==> config.mk <==
export PLATFORM = sky130hd
export DESIGN_NAME = lsu_mem_ctrl_flat
export DESIGN_NICKNAME = d
export VERILOG_FILES = /design/src/rtl/lsu_pkg.sv /design/src/rtl/lsu_bus_if.sv /design/src/rtl/lsu_lane_align.sv /design/src/rtl/lsu_mem_ctrl.sv /design/src/flat_wrapper.sv
export SDC_FILE = /design/constraint.sdc
export NUM_CORES = 1
export LEC_CHECK = 0
export BUFFER_PORTS_ARGS = -buffer_cell sky130_fd_sc_hd__buf_2
export CAP_MARGIN = 20
export CORE_ASPECT_RATIO = 0.9
export CORE_UTILIZATION = 25
export CTS_CLUSTER_DIAMETER = 200
export DETAILED_ROUTE_END_ITERATION = 7
export PLACE_DENSITY = 0.5
export SETUP_SLACK_MARGIN = 0.2
export SLEW_MARGIN = 20
export SYNTH_ARGS = -nofsm -noshare
export SYNTH_HDL_FRONTEND = slang
export SYNTH_SLANG_ARGS = --single-unit
==> constraint.sdc <==
create_clock -name clk -period 2 [get_ports clk]
set_clock_uncertainty 0.05 [all_clocks]
set_input_delay 0.4 -clock clk [delete_from_list [all_inputs] [get_ports clk]]
set_output_delay 0.4 -clock clk [all_outputs]
set_load 0.005 [all_outputs]
==> src/rtl/lsu_pkg.sv <==
// lsu_pkg: shared constants for the load/store unit (FSM state codes, access sizes, base byte-enable masks)
package lsu_pkg;
  localparam logic [1:0] ST_IDLE = 2'd0;
  localparam logic [1:0] ST_REQ  = 2'd1;
  localparam logic [1:0] ST_WAIT = 2'd2;
  localparam logic [1:0] ST_DONE = 2'd3;
  localparam logic [1:0] SZ_B = 2'b00;
  localparam logic [1:0] SZ_H = 2'b01;
  localparam logic [1:0] SZ_W = 2'b10;
  localparam logic [3:0] BE_B = 4'b0001;
  localparam logic [3:0] BE_H = 4'b0011;
  localparam logic [3:0] BE_W = 4'b1111;
endpackage

==> src/rtl/lsu_bus_if.sv <==
// lsu_bus_if: req/gnt/rvalid data bus between the LSU (master) and memory (slave)
//   req/we/addr/wdata/be  master -> slave request channel
//   gnt                   slave accepts the request this cycle
//   rvalid/rdata/err      slave response (reads and writes)
interface lsu_bus_if;
  logic req, we, gnt, rvalid, err;
  logic [31:0] addr, wdata, rdata;
  logic [3:0] be;
  modport master(output req, we, addr, wdata, be, input gnt, rvalid, rdata, err);
  modport slave(input req, we, addr, wdata, be, output gnt, rvalid, rdata, err);
endinterface

==> src/rtl/lsu_lane_align.sv <==
// lsu_lane_align: combinational lane logic for one access
//   size/off      access size and effective byte offset within the word
//   unsgn         zero-extend loads instead of sign-extending
//   wd -> be/wdata   store byte enables and lane-replicated data
//   rd -> rdata      load lane extraction and extension
module lsu_lane_align
  import lsu_pkg::*;
(
  input  logic [1:0]  size,
  input  logic        unsgn,
  input  logic [1:0]  off,
  input  logic [31:0] wd,
  input  logic [31:0] rd,
  output logic [3:0]  be,
  output logic [31:0] wdata,
  output logic [31:0] rdata
);
  logic [31:0] sh;
  assign sh    = rd >> {off, 3'b000};
  assign be    = size == SZ_B ? BE_B << off : size == SZ_H ? BE_H << {off[1], 1'b0} : BE_W;
  assign wdata = size == SZ_B ? {4{wd[7:0]}} : size == SZ_H ? {2{wd[15:0]}} : wd;
  assign rdata = size == SZ_B ? {{24{~unsgn & sh[7]}}, sh[7:0]} :
                 size == SZ_H ? {{16{~unsgn & sh[15]}}, sh[15:0]} : rd;
endmodule

==> src/rtl/lsu_mem_ctrl.sv <==
// lsu_mem_ctrl: load/store unit bridging the core memory port to a req/gnt/rvalid bus, stalling the core per access
//   clk, reset (async, active-low)
//   MemRead/MemWrite/Funct3/Mem_WrAddr/Mem_WrData  core access request
//   ReadData/Stall/Fault                           core response; ReadData and Fault valid in DONE
//   bus                                            lsu_bus_if master
//   LSU_MISALIGN_TRAP_EN: misaligned H/W accesses fault without touching the bus;
//   otherwise the offending low address bits are forced to zero.
module lsu_mem_ctrl
  import lsu_pkg::*;
#(
  parameter int BUS_TIMEOUT = 16
) (
  input  logic        clk,
  input  logic        reset,
  input  logic        MemRead,
  input  logic        MemWrite,
  input  logic [2:0]  Funct3,
  input  logic [31:0] Mem_WrAddr,
  input  logic [31:0] Mem_WrData,
  output logic [31:0] ReadData,
  output logic        Stall,
  output logic        Fault,
  lsu_bus_if.master   bus
);
  localparam int CW = $clog2(BUS_TIMEOUT);
  logic [1:0] state, size_q, off_q, eff_off;
  logic [CW-1:0] cnt;
  logic unsgn_q, access, illegal, timeout;
  logic [3:0] st_be, unused_ld_be;
  logic [31:0] st_wdata, ld_rdata, unused_st_rdata, unused_ld_wdata;
  assign access  = MemRead | MemWrite;
  assign timeout = cnt == CW'(BUS_TIMEOUT - 1);
`ifdef LSU_MISALIGN_TRAP_EN
  logic misalign;
  assign misalign = (Funct3[1:0] == SZ_H & Mem_WrAddr[0]) | (Funct3[1:0] == SZ_W & |Mem_WrAddr[1:0]);
  assign illegal  = (MemRead & MemWrite) | (Funct3[1:0] == 2'b11) | misalign;
`else
  assign illegal  = (MemRead & MemWrite) | (Funct3[1:0] == 2'b11);
`endif
  // Offset bits below the access size are dropped so a misaligned access lands on its aligned lanes
  assign eff_off = Funct3[1:0] == SZ_B ? Mem_WrAddr[1:0] : Funct3[1:0] == SZ_H ? {Mem_WrAddr[1], 1'b0} : 2'b00;
  // Gated by reset so every core-facing output is low while reset is held
  assign Stall   = reset & (state == ST_IDLE ? access : state != ST_DONE);
  assign bus.req = state == ST_REQ;
  lsu_lane_align u_st (
    .size(Funct3[1:0]), .unsgn(1'b0), .off(eff_off), .wd(Mem_WrData), .rd(32'h0),
    .be(st_be), .wdata(st_wdata), .rdata(unused_st_rdata)
  );
  lsu_lane_align u_ld (
    .size(size_q), .unsgn(unsgn_q), .off(off_q), .wd(32'h0), .rd(bus.rdata),
    .be(unused_ld_be), .wdata(unused_ld_wdata), .rdata(ld_rdata)
  );
  always_ff @(posedge clk or negedge reset) begin
    if (!reset) begin
      state     <= ST_IDLE;
      cnt       <= '0;
      bus.we    <= 1'b0;
      bus.addr  <= '0;
      bus.wdata <= '0;
      bus.be    <= '0;
      ReadData  <= '0;
      Fault     <= 1'b0;
      size_q    <= '0;
      unsgn_q   <= 1'b0;
      off_q     <= '0;
    end else begin
      case (state)
        ST_IDLE: if (access) begin
          if (illegal) begin
            state    <= ST_DONE;
            Fault    <= 1'b1;
            ReadData <= '0;
          end else begin
            state     <= ST_REQ;
            cnt       <= '0;
            bus.we    <= MemWrite;
            bus.addr  <= {Mem_WrAddr[31:2], 2'b00};
            bus.wdata <= st_wdata;
            bus.be    <= st_be;
            size_q    <= Funct3[1:0];
            unsgn_q   <= Funct3[2];
            off_q     <= eff_off;
          end
        end
        ST_REQ: begin
          cnt <= cnt + 1'b1;
          if (timeout) begin
            state    <= ST_DONE;
            Fault    <= 1'b1;
            ReadData <= '0;
          end else if (bus.gnt) state <= ST_WAIT;
        end
        ST_WAIT: begin
          cnt <= cnt + 1'b1;
          if (bus.rvalid) begin
            state    <= ST_DONE;
            Fault    <= bus.err;
            ReadData <= bus.we ? '0 : ld_rdata;
          end else if (timeout) begin
            state    <= ST_DONE;
            Fault    <= 1'b1;
            ReadData <= '0;
          end
        end
        default: begin
          state    <= ST_IDLE;
          Fault    <= 1'b0;
          ReadData <= '0;
        end
      endcase
    end
  end
endmodule
==> src/flat_wrapper.sv <==
// flat-port wrapper written by rule: the top's interface ports become plain ports
module lsu_mem_ctrl_flat import lsu_pkg::*;
#(
  parameter int BUS_TIMEOUT = 16
)
  (clk, reset, MemRead, MemWrite, Funct3, Mem_WrAddr, Mem_WrData, ReadData, Stall, Fault, bus_req, bus_we, bus_addr, bus_wdata, bus_be, bus_gnt, bus_rvalid, bus_rdata, bus_err);
  lsu_bus_if bus_i ();
  input  logic clk;
  input  logic reset;
  input  logic MemRead;
  input  logic MemWrite;
  input  logic [2:0] Funct3;
  input  logic [31:0] Mem_WrAddr;
  input  logic [31:0] Mem_WrData;
  output logic [31:0] ReadData;
  output logic Stall;
  output logic Fault;
  output wire logic [$bits(bus_i.req)-1:0] bus_req;
  output wire logic [$bits(bus_i.we)-1:0] bus_we;
  output wire logic [$bits(bus_i.addr)-1:0] bus_addr;
  output wire logic [$bits(bus_i.wdata)-1:0] bus_wdata;
  output wire logic [$bits(bus_i.be)-1:0] bus_be;
  input wire logic [$bits(bus_i.gnt)-1:0] bus_gnt;
  input wire logic [$bits(bus_i.rvalid)-1:0] bus_rvalid;
  input wire logic [$bits(bus_i.rdata)-1:0] bus_rdata;
  input wire logic [$bits(bus_i.err)-1:0] bus_err;
  assign bus_req = bus_i.req;
  assign bus_we = bus_i.we;
  assign bus_addr = bus_i.addr;
  assign bus_wdata = bus_i.wdata;
  assign bus_be = bus_i.be;
  assign bus_i.gnt = bus_gnt;
  assign bus_i.rvalid = bus_rvalid;
  assign bus_i.rdata = bus_rdata;
  assign bus_i.err = bus_err;
  lsu_mem_ctrl #(.BUS_TIMEOUT(BUS_TIMEOUT)) u_core (.clk(clk), .reset(reset), .MemRead(MemRead), .MemWrite(MemWrite), .Funct3(Funct3), .Mem_WrAddr(Mem_WrAddr), .Mem_WrData(Mem_WrData), .ReadData(ReadData), .Stall(Stall), .Fault(Fault), .bus(bus_i));
endmodule
== After elaboration in Yosys (flattened, before gate mapping) ==
Cells that the tools add are included.
Widths: inputs -> output; s select.

* Flip-flop bits (word level): 111
* Output and inout port bits: 104

* Add/subtract/negate cells: 1
* Bitwise gates (word level): 8
* Shift-type cells: 3
* Eq/ne operators: 12
* Reductions and logical operators: 9
* Mux-type cells: 30

{| class="wikitable"
|+ Operators with widths
! cell !! number
|-
| $mux 32 || 9
|-
| $pmux 32 s3 || 1
|-
| $shr 32x5->16 || 1
|-
| $mux 2 || 8
|-
| $mux 4 || 4
|-
| $reduce_and 3->1 || 3
|-
| $pmux 4 s2 || 1
|-
| $eq 2x1->1 const B || 3
|-
| $logic_not 2->1 || 3
|-
| $pmux 2 s3 || 1
|-
| $mux 1 || 5
|-
| $add 4x1->4 const B || 1
|-
| $and 1x1->1 || 4
|-
| $eq 2x2->1 const B || 2
|-
| $eq 4x4->1 const B || 1
|-
| $ne 2x1->1 const B || 2
|-
| $ne 2x2->1 const B || 2
|-
| $shl 1x2->4 const A || 1
|-
| $shl 2x2->4 const A || 1
|-
| $ne 3x1->1 const B || 1
|-
| $ne 3x2->1 const B || 1
|-
| $pmux 1 s3 || 1
|-
| $not 1->1 || 2
|-
| $or 1x1->1 || 2
|-
| other kinds (3) || 3
|}

== Depth between registers and ports, before layout ==
* Word-level depth: 7
* Depth in mapped cells: 8

== Cells and area by module ==
A second synthesis with hierarchy kept.

* Cells, all modules: 674
* Area total of the unflattened synthesis: 6856.6 µm²

{| class="wikitable"
|+ Modules (own cells, without submodules)
! module !! cells each !! seq. area each (µm²) !! area an instance (µm²) !! instances
|-
| lsu_mem_ctrl || 292 || 2777.7 || 4389.2 || 1
|-
| lsu_lane_align || 191 || 0.0 || 1233.7 || 2
|}

== Least setup slack after synthesis ==
Ideal clock, no wire load.

* Path type: register to register
* Start: reg u_core.state[0]
* End: reg u_core.ReadData[13]
* Path slack: 0.153 ns
* Period minus slack after synthesis: 1.847 ns
* Stages on the path, launching flop included: 9
* Required time: 1.883 ns
* Arrival time: 1.730 ns
* Library setup time: 0.067 ns
* Path through: dfrtp_1 > inv_1 > ha_1 > buf_2 > nand4b_1 > a211oi_2 > buf_4 > o21a_2 > a32o_1

* Longest elaborated chain between the ends: 3
* Elaborated cells between the ends (all ways): 7
* Classes of those cells: eq/ne: 4; mux: 1; reduce/logical: 2

{| class="wikitable"
|+ RTL lines
! element !! line !! RTL
|-
| start: declaration || lsu_mem_ctrl.sv:26 || <nowiki>logic [1:0] state, size_q, off_q, eff_off;</nowiki>
|-
| start signal: assignment || lsu_mem_ctrl.sv:55 || <nowiki>state <= ST_IDLE;</nowiki>
|-
| start signal: assignment || lsu_mem_ctrl.sv:70 || <nowiki>state <= ST_DONE;</nowiki>
|-
| start signal: assignment || lsu_mem_ctrl.sv:74 || <nowiki>state <= ST_REQ;</nowiki>
|-
| $logic_not 2->1 || lsu_mem_ctrl.sv:67 || <nowiki>case (state)</nowiki>
|-
| $ne 2x1->1 (no source line) || -- ||
|-
| $reduce_and 2->1 (no source line) || -- ||
|-
| end signal: assignment || lsu_mem_ctrl.sv:98 || <nowiki>ReadData <= bus.we ? '0 : ld_rdata;</nowiki>
|-
| end: declaration || lsu_mem_ctrl.sv:20 || <nowiki>output logic [31:0] ReadData,</nowiki>
|}

Several ways; a longest one is shown, not always the timed one.
A chain may end at the register's enable or synchronous reset.

== Final worst setup path ==
* Start: reg u_core.state[0]
* End: out Stall

* Longest elaborated chain between the ends: 3
* Elaborated cells between the ends (all ways): 4
* Classes of those cells: eq/ne: 1; mux: 1; bitwise: 1; reduce/logical: 1

{| class="wikitable"
|+ RTL lines
! element !! line !! RTL
|-
| $ne 2x2->1 or $logic_not 2->1 (tied branches) || lsu_mem_ctrl.sv:43 || <nowiki>assign Stall = reset & (state == ST_IDLE ? access : state != ST_DONE);</nowiki>
|-
| $mux 1 (*) || lsu_mem_ctrl.sv:43 ||
|-
| $and 1x1->1 (*) || lsu_mem_ctrl.sv:43 ||
|-
| end: declaration || flat_wrapper.sv:16 || <nowiki>output logic Stall;</nowiki>
|}

Mark *: on every way between the ends. The rest lies on a longest branch, timed or not.

==> flow_metrics.tcl <==
set metrics [dict create \
    run_status "finished, final reports clean" \
    drt-initial-drc-count 268 \
    fin_crit_sh_pct 98.0 \
    io_buffers 207 \
    finalPower_mw 11.6 \
    grt_pass1_vias 4723 \
    postRouteAntennaNets 0 \
    p_seq_share_pct 32.7 \
    io_pins 210 \
    via_count 4659 \
    async_flop_share_pct 100 \
    finalSetupViolCount 0 \
    cts_made_buffers 9 \
    grt_start_max_net_pins 112 \
    ys_ff_latch 111 \
    hold_violations 0 \
    r2r_setup_slack_ns 0.07 \
    rows 51 \
    finalNetCount 844 \
    critical_path_class "reg -> out" \
    min_period_ns 1.96 \
    gr-total-overflow 0 \
    ys_seq_area_share_pct 49.7 \
    cts_buffer_depth 2 \
    worstPathRequired_ns 1.55 \
    p_switching_mw 4.12 \
    dp_cells 982 \
    p_per_area_nw_per_um2 1410 \
    p_sw_share_pct 35.6 \
    core_area_sq_um 21800 \
    fmax_mhz 510 \
    final_cells 1030 \
    antenna_found_initial 0 \
    mostFrequentLayoutCell "buf_2" \
    synth.top_cell.area_share_pct 49.7 \
    syn_inst 488 \
    worst_pin_slew_ns 0.620 \
    post-place-ws_ns -0.0162 \
    final_cell_area_sq_um 8190 \
    synth_area_leader_cell "dfrtp_1" \
    grt_pass1_wl_mm 26.5 \
    crit_fanout 4 \
    yosys_warnings 0 \
    leakagePower_nw 4.03 \
    rsz0062_at_grt "true" \
    area_delta_synth_final_pct 46.5 \
    drc 0 \
    hp-class "in -> async" \
    initial_core_util_pct 25.7 \
    finalWirelength_mm 17.3 \
    fp.dieW_um 160 \
    wire_per_inst_um 16.8 \
    die-area_sq_um 23000 \
    relSlewSlack_pct 58.7 \
    p_comb_share_pct 48.8 \
    startpoint_type "flip-flop" \
    ys_types 53 \
    synth_area_leaders "dfrtp_1 (50%), mux2_4 (10%), mux2i_1 (5.7%)" \
    timing.max_cap.violations 0 \
    critPathArrivalTime_ns 1.51 \
    p_int_mw 7.45 \
    syn_area_sq_um 5590 \
    clk_pin_slew_ns 0.08 \
    synth_edf_count 0 \
    finalMaxSlewViolations 0 \
    post-route-util_pct 37.6 \
    grt.total_usage_pct 14.8 \
    routed_via_density 4.52 \
    htreeDepth 3 \
    gp_congestion 0.796 \
    syn_avg_cell_area_sq_um 11.5 \
    crit_path_end_kind "output pin" \
    cts.sinks 111 \
    drt_pass1_iterations 4 \
    drive_gt1_share_pct 51.4 \
    die_h_um 144 \
    placed_area_sq_um 7080 \
    timing.final.ws_setup_ns 0.0390 \
    cts_tree "yes" \
    ir_drop_mv 0.496 \
    root_buffer "clkbuf_16" \
    clkPwrFrac_pct 18.5 \
    layout_common_cells "buf_2 (205), dfrtp_1 (111), nand2_1 (43)" \
    synthFlopType "dfrtp_1" \
    r2r-start "u_core.state[0]$_DFFE_PN0P_" \
    rr_endpoint "u_core.ReadData[3]$_DFFE_PN0P_" \
    r2r_cells 10 \
    clock_latency_ns 0.35 \
    hpwl_mm 11.7 \
]
[flip-flops by register name, indices dropped and copies added (netlist names)]
signal            flops
u_core.bus.we         1
u_core.Fault          1
u_core.bus.addr      30
u_core.unsgn_q        1
u_core.ReadData      32
u_core.state          2
u_core.size_q         2
u_core.bus.be         4
u_core.off_q          2
u_core.cnt            4
u_core.bus.wdata     32
[worst max-delay path by stage]
stage | endpoint | from | depth (start not counted)
floorplan | u_core.bus.addr[10]$_DFFE_PN0P_ | u_core.state[0]$_DFFE_PN0P_ | 7
global placement | u_core.bus.wdata[6]$_DFFE_PN0P_ | u_core.state[1]$_DFFE_PN0P_ | 7
detailed placement | u_core.bus.wdata[14]$_DFFE_PN0P_ | u_core.state[1]$_DFFE_PN0P_ | 9
CTS | Stall | u_core.state[1]$_DFFE_PN0P_ | 5
global route | u_core.ReadData[3]$_DFFE_PN0P_ | u_core.state[0]$_DFFE_PN0P_ | 10
finish | Stall | u_core.state[0]$_DFFE_PN0P_ | 5
[Yosys cell counts, types with 8 or more instances]
master     instances
nand2b_1          17
inv_1              8
buf_2              8
nor2_1            16
dfrtp_1          111
o21ai_0           47
o2bb2ai_1         13
mux2i_1           32
o2bb2ai_2         10
nor2b_1           20
mux2_4            38
nand2_1           53
a21oi_1           26
clkbuf_1          13
[worst max-delay path, stage by stage, from the launching register on]
cell and delay [ns]:
dfrtp_1 0.40, inv_2 0.09, ha_4 0.15, nor3b_4 0.29, nor2_2 0.09, buf_2 0.13
[layout make-up]
cell class	count	area, sq um
multi-input cells	338	2910
diodes	1	2.50
repair buffers	265	1760
flip-flops and latches	111	2780
fillers	2199	13600
clock buffers	9	225
inverters	8	30.0
clock inverters	7	124
well taps	291	364
[routing by layer]
| metal | track usage, % | wire length, um | vias to the layer above |
|---|---|---|---|
| li1 | - | - | 2228 |
| met1 | 20.5 | 8050 | 2263 |
| met2 | 22.6 | 7720 | 159 |
| met3 | 4.42 | 1340 | 9 |
| met4 | 3.34 | 142 | 0 |
| met5 | 0 | 0 | - |
[stage by stage]
stage          hold WS [ns]  setup TNS (ns)
2_1_floorplan        0.0544               0
3_3_place_gp          0.410               0
3_5_place_dp          0.418         -0.0188
4_1_cts               0.168               0
5_1_grt               0.204           -1.29
6_report              0.144               0
[power groups by stage]
stage	Combinational [mW]	Sequential (mW)	Clock, mW
6_report	5.65	3.78	2.14
5_1_grt	6.19	3.92	2.30
4_1_cts	5.15	3.75	2.21
3_5_place_dp	4.65	3.76	0
3_3_place_gp	4.62	3.78	0
2_1_floorplan	2.66	3.77	0
[logic make-up after synthesis]
logic type      after synthesis  synth area share [%]
fa+ha+maj                     5                  1.12
flops                       111                  49.7
xor+xnor                      1                 0.157
simple gates                123                  11.0
buf+inv                      41                  4.01
other cells                   1                0.0671
compound gates              131                  16.8
mux                          75                  17.1
[repair_timing]
action / in CTS / in global routing
setup endpoints to repair: 99 / 91
hold endpoints to repair: 0 / 0
cloned: 2 / 4
gates resized for setup: 39 / 66
pin swaps: 4 / 21
hold buffers: 0 / 0
buffers inserted: 18 / 7
No activity file was read; power rests on OpenSTA's default activity.
